## src/rtl/bus_sel_pkg.sv

```systemverilog
// Shared datapath bus select encodings.
// Imported by the control unit (which issues select codes) and by the
// bus multiplexer (which decodes them). Holds the bus width, the number
// of bus sources and the named select code for every source.
package bus_sel_pkg;

  localparam int BUS_W       = 32;
  localparam int NUM_BUS_SRC = 12;
  localparam int SEL_CODE_W  = 8;

  // Source codes as driven on the select lines by the control unit.
  // Data RAM (code 0) is the narrow byte-wide source.
  // Instruction RAM (code 1) is the fallback source.
  typedef enum logic [SEL_CODE_W-1:0] {
    SEL_DRAM = 8'd0,
    SEL_IRAM = 8'd1,
    SEL_DI   = 8'd2,
    SEL_RI   = 8'd3,
    SEL_BI   = 8'd4,
    SEL_S    = 8'd5,
    SEL_C1   = 8'd6,
    SEL_C2   = 8'd7,
    SEL_AR   = 8'd8,
    SEL_AC   = 8'd9,
    SEL_PC   = 8'd10,
    SEL_IR   = 8'd11
  } bus_sel_e;

endpackage

```

## src/rtl/bus_src_select.sv

```systemverilog
// Combinational source picker for the datapath bus.
// Range-checks a select code. An out-of-range code falls back to DEFAULT_SRC.
// The picker then returns that slot of the flattened source vector. The
// narrow slot is zero-extended from its low NARROW_W bits.
// Ports:
//   i_src_data  NUM_SRC*DATA_W  flattened sources, slot i at [i*DATA_W +: DATA_W]
//   i_sel       SEL_W           select code to decode
//   o_data      DATA_W          selected (and possibly zero-extended) source value
//   o_legal     1               i_sel is within 0..NUM_SRC-1
module bus_src_select
  import bus_sel_pkg::*;
#(
  parameter int DATA_W      = BUS_W,
  parameter int NUM_SRC     = NUM_BUS_SRC,
  parameter int SEL_W       = SEL_CODE_W,
  parameter int NARROW_SRC  = int'(SEL_DRAM),
  parameter int NARROW_W    = 8,
  parameter int DEFAULT_SRC = int'(SEL_IRAM)
) (
  input  logic [NUM_SRC*DATA_W-1:0] i_src_data,
  input  logic [SEL_W-1:0]          i_sel,
  output logic [DATA_W-1:0]         o_data,
  output logic                      o_legal
);

  logic [DATA_W-1:0] w_slot [NUM_SRC];
  logic [SEL_W-1:0]  w_idx;

  // The compare is one bit wider than the select code, so that NUM_SRC == 2**SEL_W
  // still fits.
  assign o_legal = ({1'b0, i_sel} < (SEL_W+1)'(NUM_SRC));
  assign w_idx   = o_legal ? i_sel : SEL_W'(DEFAULT_SRC);

  // Split the flat vector into slots. The narrow slot keeps only its
  // low NARROW_W bits. Its upper bits are intentionally discarded.
  for (genvar g = 0; g < NUM_SRC; g++) begin : g_slot
    if (g == NARROW_SRC && NARROW_W < DATA_W) begin : g_narrow
      logic w_unused_narrow_hi;
      assign w_unused_narrow_hi = ^i_src_data[g*DATA_W+NARROW_W +: DATA_W-NARROW_W];
      assign w_slot[g] = {{(DATA_W-NARROW_W){1'b0}}, i_src_data[g*DATA_W +: NARROW_W]};
    end else begin : g_full
      assign w_slot[g] = i_src_data[g*DATA_W +: DATA_W];
    end
  end

  // Compare-and-pick mux. w_idx is always in range, so exactly one slot matches.
  always_comb begin
    o_data = '0;
    for (int i = 0; i < NUM_SRC; i++) begin
      if (w_idx == SEL_W'(i)) o_data = w_slot[i];
    end
  end

endmodule

```

## src/rtl/bus_src_mux_reg.sv

```systemverilog
// Registered datapath bus multiplexer with a latched select.
// The control unit loads a select once. The bus then follows that
// source with one cycle of latency until the next load. Hold freezes the
// bus register but still accepts select loads. An illegal select falls back
// to DEFAULT_SRC and raises a sticky error flag.
// Ports:
//   i_clk         1               system clock, rising edge
//   i_rst_n       1               asynchronous active-low reset
//   i_src_data    NUM_SRC*DATA_W  flattened sources
//   i_sel         SEL_W           select code
//   i_sel_load    1               latch i_sel this cycle
//   i_hold        1               freeze the bus register
//   i_err_clr     1               clear o_sel_err
//   o_bus         DATA_W          registered bus value
//   o_bus_valid   1               bus sampled after the first unheld load
//   o_active_sel  SEL_W           currently latched select
//   o_sel_err     1               sticky illegal-select flag
module bus_src_mux_reg
  import bus_sel_pkg::*;
#(
  parameter int DATA_W      = BUS_W,
  parameter int NUM_SRC     = NUM_BUS_SRC,
  parameter int SEL_W       = SEL_CODE_W,
  parameter int NARROW_SRC  = int'(SEL_DRAM),
  parameter int NARROW_W    = 8,
  parameter int DEFAULT_SRC = int'(SEL_IRAM)
) (
  input  logic                      i_clk,
  input  logic                      i_rst_n,
  input  logic [NUM_SRC*DATA_W-1:0] i_src_data,
  input  logic [SEL_W-1:0]          i_sel,
  input  logic                      i_sel_load,
  input  logic                      i_hold,
  input  logic                      i_err_clr,
  output logic [DATA_W-1:0]         o_bus,
  output logic                      o_bus_valid,
  output logic [SEL_W-1:0]          o_active_sel,
  output logic                      o_sel_err
);

  logic [SEL_W-1:0]  r_sel_q;
  logic [DATA_W-1:0] r_bus;
  logic              r_bus_valid;
  logic              r_sel_err;
  logic [SEL_W-1:0]  w_eff_sel;
  logic [DATA_W-1:0] w_src_value;
  logic              w_legal;

  // A load takes effect on the same edge. The bus therefore shows the new
  // source one cycle after the load, with no extra bubble for back-to-back loads.
  assign w_eff_sel = i_sel_load ? i_sel : r_sel_q;

  bus_src_select #(
    .DATA_W      (DATA_W),
    .NUM_SRC     (NUM_SRC),
    .SEL_W       (SEL_W),
    .NARROW_SRC  (NARROW_SRC),
    .NARROW_W    (NARROW_W),
    .DEFAULT_SRC (DEFAULT_SRC)
  ) u_src_select (
    .i_src_data (i_src_data),
    .i_sel      (w_eff_sel),
    .o_data     (w_src_value),
    .o_legal    (w_legal)
  );

  // Select latch, bus register and flags.
  // r_sel_q only ever holds a legal code, so w_legal reflects i_sel whenever
  // a load is present.
  // On the error flag, a set has priority over a clear.
  always_ff @(posedge i_clk or negedge i_rst_n) begin
    if (!i_rst_n) begin
      r_sel_q     <= SEL_W'(DEFAULT_SRC);
      r_bus       <= '0;
      r_bus_valid <= 1'b0;
      r_sel_err   <= 1'b0;
    end else begin
      if (!i_hold) r_bus <= w_src_value;
      if (i_sel_load) r_sel_q <= w_legal ? i_sel : SEL_W'(DEFAULT_SRC);
      if (i_sel_load && !i_hold) r_bus_valid <= 1'b1;
      if (i_sel_load && !w_legal) r_sel_err <= 1'b1;
      else if (i_err_clr) r_sel_err <= 1'b0;
    end
  end

  assign o_bus        = r_bus;
  assign o_bus_valid  = r_bus_valid;
  assign o_active_sel = r_sel_q;
  assign o_sel_err    = r_sel_err;

endmodule

```

## config.mk

```make
export PLATFORM = sky130hd
export DESIGN_NAME = bus_src_mux_reg
export DESIGN_NICKNAME = d
export VERILOG_FILES = /design/src/rtl/bus_sel_pkg.sv /design/src/rtl/bus_src_select.sv /design/src/rtl/bus_src_mux_reg.sv
export SDC_FILE = /design/constraint.sdc
export NUM_CORES = 1
export LEC_CHECK = 0
export BUFFER_PORTS_ARGS = -buffer_cell sky130_fd_sc_hd__buf_2
export CAP_MARGIN = 10
export CELL_PAD_IN_SITES_DETAIL_PLACEMENT = 2
export CELL_PAD_IN_SITES_GLOBAL_PLACEMENT = 2
export CORE_MARGIN = 4
export CORE_UTILIZATION = 18
export DETAILED_ROUTE_END_ITERATION = 8
export PLACE_DENSITY_LB_ADDON = 0.12
export SYNTH_ARGS = -nofsm -noshare
export SYNTH_HDL_FRONTEND = slang
export SYNTH_SLANG_ARGS = --single-unit
```

## constraint.sdc

```tcl
create_clock -name i_clk -period 3.1 [get_ports i_clk]
set_clock_uncertainty 0.1 [all_clocks]
set_input_delay 0.465 -clock i_clk [delete_from_list [all_inputs] [get_ports i_clk]]
set_output_delay 0.465 -clock i_clk [all_outputs]
set_load 0.01 [all_outputs]
```

==> results of run 1 <==
==> report_power, final <==
part | internal (mW) | switching (mW)
logic | 0.536 | 0.629
clock network | 0.399 | 0.260
registers | 0.619 | 0.0441
total | 1.55 | 0.933
==> synth_stat cells, types with 5 or more instances <==
cell                         n
sky130_fd_sc_hd__a22o_1      5
sky130_fd_sc_hd__nor2b_1     6
sky130_fd_sc_hd__a22oi_1    70
sky130_fd_sc_hd__a21o_1      8
sky130_fd_sc_hd__or3_1      12
sky130_fd_sc_hd__a221o_1    25
sky130_fd_sc_hd__nor2_1     52
sky130_fd_sc_hd__a211oi_1    8
sky130_fd_sc_hd__nand2_1    67
sky130_fd_sc_hd__o22ai_1    27
sky130_fd_sc_hd__o21ai_0    71
sky130_fd_sc_hd__nor3_1     16
sky130_fd_sc_hd__nand2b_1    7
sky130_fd_sc_hd__nand3_1    10
sky130_fd_sc_hd__a221oi_1   23
sky130_fd_sc_hd__a21oi_1    38
sky130_fd_sc_hd__o41ai_1     9
sky130_fd_sc_hd__inv_1       9
sky130_fd_sc_hd__buf_2      15
sky130_fd_sc_hd__o2bb2ai_1  11
sky130_fd_sc_hd__a222oi_1    5
sky130_fd_sc_hd__o32ai_1     8
sky130_fd_sc_hd__clkbuf_1   47
sky130_fd_sc_hd__dfrtp_1    41
sky130_fd_sc_hd__nand3b_1    6
sky130_fd_sc_hd__o32a_1      9
sky130_fd_sc_hd__o211ai_1   17
sky130_fd_sc_hd__o221ai_1   11
==> what timing repair did <==
action                                 in CTS  in global routing
setup endpoints to repair                   1                 16
pin swaps                                   0                  4
cloned                                      0                  1
gates resized for setup                     1                  8
setup buffers                               0                  6
endpoints found under the hold margin       0                  0
==> logic make-up after synthesis <==
group | share of synthesized area [%]
flops | 21.41
compound gates | 53.18
buf+inv | 7.026
simple gates | 17.95
mux | 0.4328
==> flip-flops by register name (all words and copies together), names as in the netlist <==
signal	count
o_bus	32
o_active_sel	8
o_sel_err	1
o_bus_valid	1
==> worst max-delay path, stage by stage (launching register included) <==
cell and delay, ps:
sky130_fd_sc_hd__dfrtp_1 400, sky130_fd_sc_hd__or4_4 520, sky130_fd_sc_hd__o22a_1 270, sky130_fd_sc_hd__a311o_4 450, sky130_fd_sc_hd__buf_4 200, sky130_fd_sc_hd__a22oi_2 320, sky130_fd_sc_hd__buf_4 180, sky130_fd_sc_hd__nand2_1 50
sky130_fd_sc_hd__a222oi_1 290, sky130_fd_sc_hd__o21ai_0 120
==> metal layers <==
metal	wire [um]	up-vias	part of all wire [%]
met4	529	20	1.4
met2	18120	289	47
met3	2377	41	6.2
met5	156	-	0.41
met1	17100	3822	45
li1	-	3633	-
==> per-stage QoR <==
stage	worst slack [ps]	hold WS (ps)	total power, mW
after floorplan	301.8	69.41	1.142
after global placement	-168.7	341.2	1.808
after detailed placement	-212.3	348.0	1.828
after CTS	87.31	175.5	2.497
after global routing	4.247	203.7	2.645
final	88.91	151.5	2.488
==> how the worst min path moves through the flow <==
stage	to	slack, ps
after floorplan	o_active_sel[1]	70
after global placement	o_bus_valid	340
final	o_bus[20]	150
after CTS	o_bus[20]	180
after global routing	o_bus[20]	200
after detailed placement	o_bus_valid	350
==> final cells by class <==
cell class              count  area share (%)
well taps                 341           5.130
diodes                      8          0.2407
clock inverters             1          0.3611
multi-input cells         554           43.27
inverters                   9          0.4062
flip-flops and latches     42           12.65
repair buffers            512           36.27
clock buffers               6           1.670
==> out/qor_table.md, run 1 <==
| Parameter | Reported |
|:---|:---|
| Outcome | complete, no violations |
| Die area | 0.03001 sq mm |
| End of the worst register-to-register path | o_bus[21] |
| I/O Pins | 439 |
| Fraction of registers with async set or reset after synthesis | 100.0% |
| Count of input and output buffers | 414 |
| Initial core utilization | 18.29% |
| Peak-usage layer in the global routing report | met2 |
| Vias | 7805 |
| Slew at the pin closest to its max-slew limit | 815.2 ps |
| Data required time at the worst endpoint | 3180 ps |
| Via density per instance | 5.299 |
| Cell taking the most area after synthesis | sky130_fd_sc_hd__dfrtp_1 |
| Post-synthesis sequential area ratio | 21.41% |
| Pleak | 3.893 nW |
| Unrepaired setup endpoints after global routing | no |
| Number of clock buffers inserted by TritonCTS | 5 |
| Final standard cell utilization of the core | 30.95% |
| First-pass GRT wire length | 55610 um |
| Sum Neg Setup Slack | 0 ps |
| Synth Register Bits | 42 |
| Critical path data arrival time | 3090 ps |
| Final HPWL DP | 31470 um |
| Post-synth top area share | 20.88% |
| Fillcell total | 3277 |
| Number of design rule violations left after detail routing | 0 |
| Yosys warning total | 0 |
| Yosys cell types | 50 |
| Worst vdd rail ir drop | 201.4 uV |
| Root Driver | sky130_fd_sc_hd__clkbuf_16 |
| R2r startpoint | o_active_sel[5] |
| Post-synth design cell area | 0.004915 sq mm |
| Final Slew Violations | 0 |
| Commonest cells after routing, fill and taps aside | 415 x sky130_fd_sc_hd__buf_2, 78 x sky130_fd_sc_hd__buf_4, 71 x sky130_fd_sc_hd__o21ai_0 |
| Latest clock arrival within the worst-skew pair | 300 ps |
| Most common cell after layout, fill and taps aside | sky130_fd_sc_hd__buf_2 |
| Number of rows created at floorplan | 60 |
| CTS Buffer Depth | 2 |
| Post-synthesis instance total | 675 |
| Post-DP Area | 0.008035 sq mm |
| Final net count | 1521 |
| Maximum number of pins on one net before global-route repair | 53 |
| CTS clock-pin slew for the worst setup and hold paths | 70 ps |
| Worst setup SP type | flop |
| Initial antenna violation count | 18 |
| Count of cells along the worst register-to-register path | 9 |
| Vias in the first global route | 8302 |
| Met2 Resource Use GR | 40.59% |
| Area of the multi-input gates | 0.003598 sq mm |
| Sequential Area | 0.001052 sq mm |
| Overflow left after global routing | 0 |
| Type of element capturing the critical path | flop |
| Post-synthesis average cell area | 7.281 sq um |
| Grt met1 use | 32.14% |
| CTS tree | yes |
| Routability-driven placement congestion ratio | 0.8590 |
| Mapped Nets | 1072 |
| Setup slack, reg-to-reg | 90 ps |
| Final Hold Fails | 0 |
| Clock sinks | 42 |
| Average wire length per cell after detail routing | 25.99 um |
| Fin area | 0.008317 sq mm |
| Final cell count without fillers | 1473 |
| Worst slew margin relative to its limit | 45.65% |
| Number of enable flip-flop cells after synthesis | 0 |
| Core area | 0.02688 sq mm |
| ANT nets after route | 0 |
| # H-tree levels | 2 |
| Cell count after placement | 1451 |
| Layout area overhead | 69.22% |
| Setup violations, final | 0 |
| Detailed Routing Iterations Pass 1 | 6 |
| Die extent in y | 173.2 um |
| Timing endpoint of the critical path | o_bus[21] |
| Top_reg_cell synth | sky130_fd_sc_hd__dfrtp_1 |
| Worst Path Max Fanout | 16 |
| Leading post-synthesis cells by cell area | sky130_fd_sc_hd__dfrtp_1 21%, sky130_fd_sc_hd__a22oi_1 11%, sky130_fd_sc_hd__o21ai_0 7.2%, sky130_fd_sc_hd__nand2_1 5.1%, sky130_fd_sc_hd__a221o_1 5.1% |
| WL final | 38280 um |
| Initial detailed-routing violation count | 446 |
| Total power density per cell area | 299.1 mW/mm^2 |
| Die width | 173.2 um |
| Fraction of final layout cells sized beyond drive strength 1 | 48.04% |
| Source of the critical timing path | o_active_sel[5] |
| Final worst-path cycle share | 97.13% |
| Min Tclk post-route | 3011 ps |
| Critical Setup Path Class | flop to flop |
| Global routing met3 resource utilization | 5.976% |
| Count of maximum capacitance violations | 0 |
| Overall track demand over capacity in global routing | 24.24% |
| Post-CTS Hold Fix Bufs | 0 |
| Path class of the lowest-slack min-delay path | input pin to async pin |
| FMAX | 332.1 MHz |
Note: power is estimated with default switching activity, not from simulation.
==> run 2, diff against run 1 <==
--- a/config.mk
+++ b/config.mk
@@ -5,14 +5,16 @@
 export SDC_FILE = /design/constraint.sdc
 export NUM_CORES = 1
 export LEC_CHECK = 0
+export ABC_AREA = 1
 export BUFFER_PORTS_ARGS = -buffer_cell sky130_fd_sc_hd__buf_2
 export CAP_MARGIN = 10
 export CELL_PAD_IN_SITES_DETAIL_PLACEMENT = 2
 export CELL_PAD_IN_SITES_GLOBAL_PLACEMENT = 2
 export CORE_MARGIN = 4
-export CORE_UTILIZATION = 18
+export CORE_UTILIZATION = 14
 export DETAILED_ROUTE_END_ITERATION = 8
 export PLACE_DENSITY_LB_ADDON = 0.12
+export SKIP_CTS_REPAIR_TIMING = 1
 export SYNTH_ARGS = -nofsm -noshare
 export SYNTH_HDL_FRONTEND = slang
 export SYNTH_SLANG_ARGS = --single-unit
==> constraint.sdc (replaced) <==
create_clock -name i_clk -period 2.5 [get_ports i_clk]
set_clock_uncertainty 0.1 [all_clocks]
set_input_delay 0.375 -clock i_clk [delete_from_list [all_inputs] [get_ports i_clk]]
set_output_delay 0.375 -clock i_clk [all_outputs]
set_load 0.01 [all_outputs]
==> run 2 against run 1 <==
  * Register-to-register slack got worse by 110 ps
  * Design area rose by 3.5%
  * Non-clock buffer count rose by 5
  * Clock power up 11%
  * Via count is 5.4% lower
  * First-iteration DRC count down 56%
  * The run now ends with setup timing left
  * Largest cell class unchanged
  * Die area grew 21%
==> out/qor_table.md, run 2 <==
| Parameter | Reported |
|:---|:---|
| Outcome | finished with violations |
| Violations in the final reports | setup timing |
| Data required time at the worst endpoint | 2600 ps |
| Final Hold Fails | 0 |
| Mapped Nets | 1239 |
| CTS Buffer Depth | 2 |
| Synth Register Bits | 42 |
| Yosys warning total | 0 |
| Overall track demand over capacity in global routing | 18.50% |
| CTS tree | yes |
| Root Driver | sky130_fd_sc_hd__clkbuf_16 |
| Via density per instance | 4.172 |
| Total power density per cell area | 346.8 mW/mm^2 |
| Post-synth top area share | 22.00% |
| Maximum number of pins on one net before global-route repair | 35 |
| Average wire length per cell after detail routing | 20.38 um |
| Number of enable flip-flop cells after synthesis | 0 |
| WL final | 36060 um |
| Vias in the first global route | 7977 |
| First-pass GRT wire length | 50650 um |
| Cell occurring most often along the worst timing path | sky130_fd_sc_hd__nand3_1 |
| Core area | 0.03270 sq mm |
| Critical Path Max Stage Delay | 400 ps |
| Fraction of final layout cells sized beyond drive strength 1 | 47.58% |
| Count of cells along the worst register-to-register path | 16 |
| Final HPWL DP | 30870 um |
| Setup violations, final | 1 |
| Logic depth of the worst path, buffers included | 16 |
| Initial antenna violation count | 10 |
| Worst vdd rail ir drop | 212.3 uV |
| Clock sinks | 42 |
| Overflow left after global routing | 0 |
| Die width | 190.5 um |
| Critical path data arrival time | 2630 ps |
| Commonest cells after routing, fill and taps aside | 414 x sky130_fd_sc_hd__buf_2, 263 x sky130_fd_sc_hd__nand2_1, 125 x sky130_fd_sc_hd__nor2_1 |
| I/O Pins | 439 |
| Sum Neg Setup Slack | -23.56 ps |
| Top Family by Delay on Critical Path | simple AND/OR/NAND/NOR gates |
| Routability-driven placement congestion ratio | 0.8010 |
| Top_reg_cell synth | sky130_fd_sc_hd__dfrtp_1 |
| Path class of the lowest-slack min-delay path | input pin to flop |
| Worst setup SP type | flop |
| CTS clock-pin slew for the worst setup and hold paths | 70 ps |
| Layout area overhead | 84.60% |
| Min setup slack post-route | -23.56 ps |
| Critical Path Slowest Stage Cell | sky130_fd_sc_hd__dfrtp_1 |
| Detailed Routing Iterations Pass 1 | 4 |
| Final Slew Violations | 0 |
| Fraction of registers with async set or reset after synthesis | 100.0% |
| Most common cell after layout, fill and taps aside | sky130_fd_sc_hd__buf_2 |
| Worst Path Max Fanout | 13 |
| Count of maximum capacitance violations | 0 |
| Final cell count without fillers | 1769 |
| Type of element capturing the critical path | flop |
| Number of clock buffers inserted by TritonCTS | 5 |
| Post-synthesis sequential area ratio | 22.56% |
| Post-synthesis instance total | 842 |
| Fillcell total | 4129 |
| FMAX | 396.3 MHz |
| Leading cell type by number of instances after synthesis | sky130_fd_sc_hd__nand2_1 |
| Die area | 0.03630 sq mm |
| ANT nets after route | 0 |
| Final worst-path cycle share | 100.9% |
| Initial detailed-routing violation count | 198 |
| Most frequent cells after synthesis | 269 x sky130_fd_sc_hd__nand2_1, 148 x sky130_fd_sc_hd__nor2_1, 78 x sky130_fd_sc_hd__inv_1 |
| Number of design rule violations left after detail routing | 0 |
| Count of input and output buffers | 414 |
| Post-synth design cell area | 0.004664 sq mm |
| Unrepaired setup endpoints after global routing | yes |
| Cell count after placement | 1744 |
| Die extent in y | 190.5 um |
| Min Tclk post-route | 2524 ps |
| Setup slack, reg-to-reg | -20 ps |
| # H-tree levels | 2 |
| Pleak | 4.621 nW |
| Initial core utilization | 14.26% |
| Worst hold path stage count | 2 |
| Worst slew margin relative to its limit | 67.00% |
| Critical Setup Path Class | flop to flop |
| Cell taking the most area after synthesis | sky130_fd_sc_hd__dfrtp_1 |
| Vias | 7381 |
| Leading post-synthesis cells by cell area | sky130_fd_sc_hd__dfrtp_1 22%, sky130_fd_sc_hd__nand2_1 22%, sky130_fd_sc_hd__nor2_1 12%, sky130_fd_sc_hd__nand4_1 7.8%, sky130_fd_sc_hd__nand3_1 7.1% |
| Area of the multi-input gates | 0.003351 sq mm |
| Post-synthesis average cell area | 5.540 sq um |
| Final net count | 1716 |
| Cell chain of the critical path | nand2_2, nand2_4, nor2_4, nand2_4, nor2_8, o21ai_4, buf_4, clkbuf_16, nand3_1, nand3_1, a21oi_2, nand4_1, nor2_2, nand3_1, nand2_1, nand2_1 |
| Buffer and inverter count on the worst path | 2 |
| Number of rows created at floorplan | 66 |
| Sequential Area | 0.001052 sq mm |
| Latest clock arrival within the worst-skew pair | 300 ps |
| Max FFs per register | 32 |
| Yosys cell types | 33 |
| Slew at the pin closest to its max-slew limit | 494.9 ps |
==> run 2: cell types whose count changed in the layout (fill, tap and decap cells not counted), moves of 58 or more <==
| cell | previous run | this run |
|---|---|---|
| sky130_fd_sc_hd__nor2_1 | 51 | 125 |
| sky130_fd_sc_hd__a22oi_1 | 69 | 0 |
| sky130_fd_sc_hd__nand4_1 | 0 | 58 |
| sky130_fd_sc_hd__inv_1 | 9 | 78 |
| sky130_fd_sc_hd__nand2_1 | 67 | 263 |
| sky130_fd_sc_hd__o21ai_0 | 71 | 3 |
==> run 2: routing by layer <==
layer	global-route usage, %	up-vias	share of wire [%]
met4	3.204	8	0.85
met2	32.35	208	50
met1	23.64	3494	43
li1	-	3650	-
met5	0	-	0.15
met3	4.156	21	6.0
==> run 2: kinds of logic after synthesis <==
group | after synthesis | share of synthesized area [%]
DFF | 42 | 22.56
and+or+nand+nor | 585 | 55.36
AOI/OAI and AO/OA | 82 | 9.737
buffers and inverters | 133 | 12.34
==> run 2: final timing paths <==
kind                                  from     endpoint
max                        o_active_sel[4]    o_bus[14]
min                              i_err_clr    o_sel_err
max reg2reg                o_active_sel[4]    o_bus[14]
min reg2reg                    o_bus_valid  o_bus_valid
max in group asynchronous          i_rst_n     o_bus[8]
min in group asynchronous          i_rst_n    o_bus[17]
==> run 2: power by group <==
group | leakage [nW] | internal, mW | switching [mW]
sequential | 0.519 | 0.775 | 0.0550
combinational | 4.03 | 0.640 | 0.784
clock | 0.0764 | 0.384 | 0.348
total | 4.62 | 1.80 | 1.19
==> run 2: cell type report <==
type,count,share of cell area (%)
clock inverters,3,0.3342
inverters,86,3.807
clock buffers,5,1.453
multi-input cells,667,38.91
diodes,7,0.2034
well taps,442,6.423
repair buffers,517,36.65
flip-flops and latches,42,12.22
==> run 2: per-stage QoR <==
stage	setup WS [ps]	power, mW	utilization, %	hold WS [ps]	instance area [sq um]
6_report	-23.56	2.986	26.33	160.1	8611
5_1_grt	-206.1	3.237	26.32	159.9	8608
4_1_cts	-456.3	2.969	24.84	-61.34	8124
3_5_place_dp	-715.7	2.195	24.37	278.3	7970
3_3_place_gp	-652.8	2.175	24.37	274.6	7970
2_1_floorplan	298.3	1.362	-	-20.59	4664
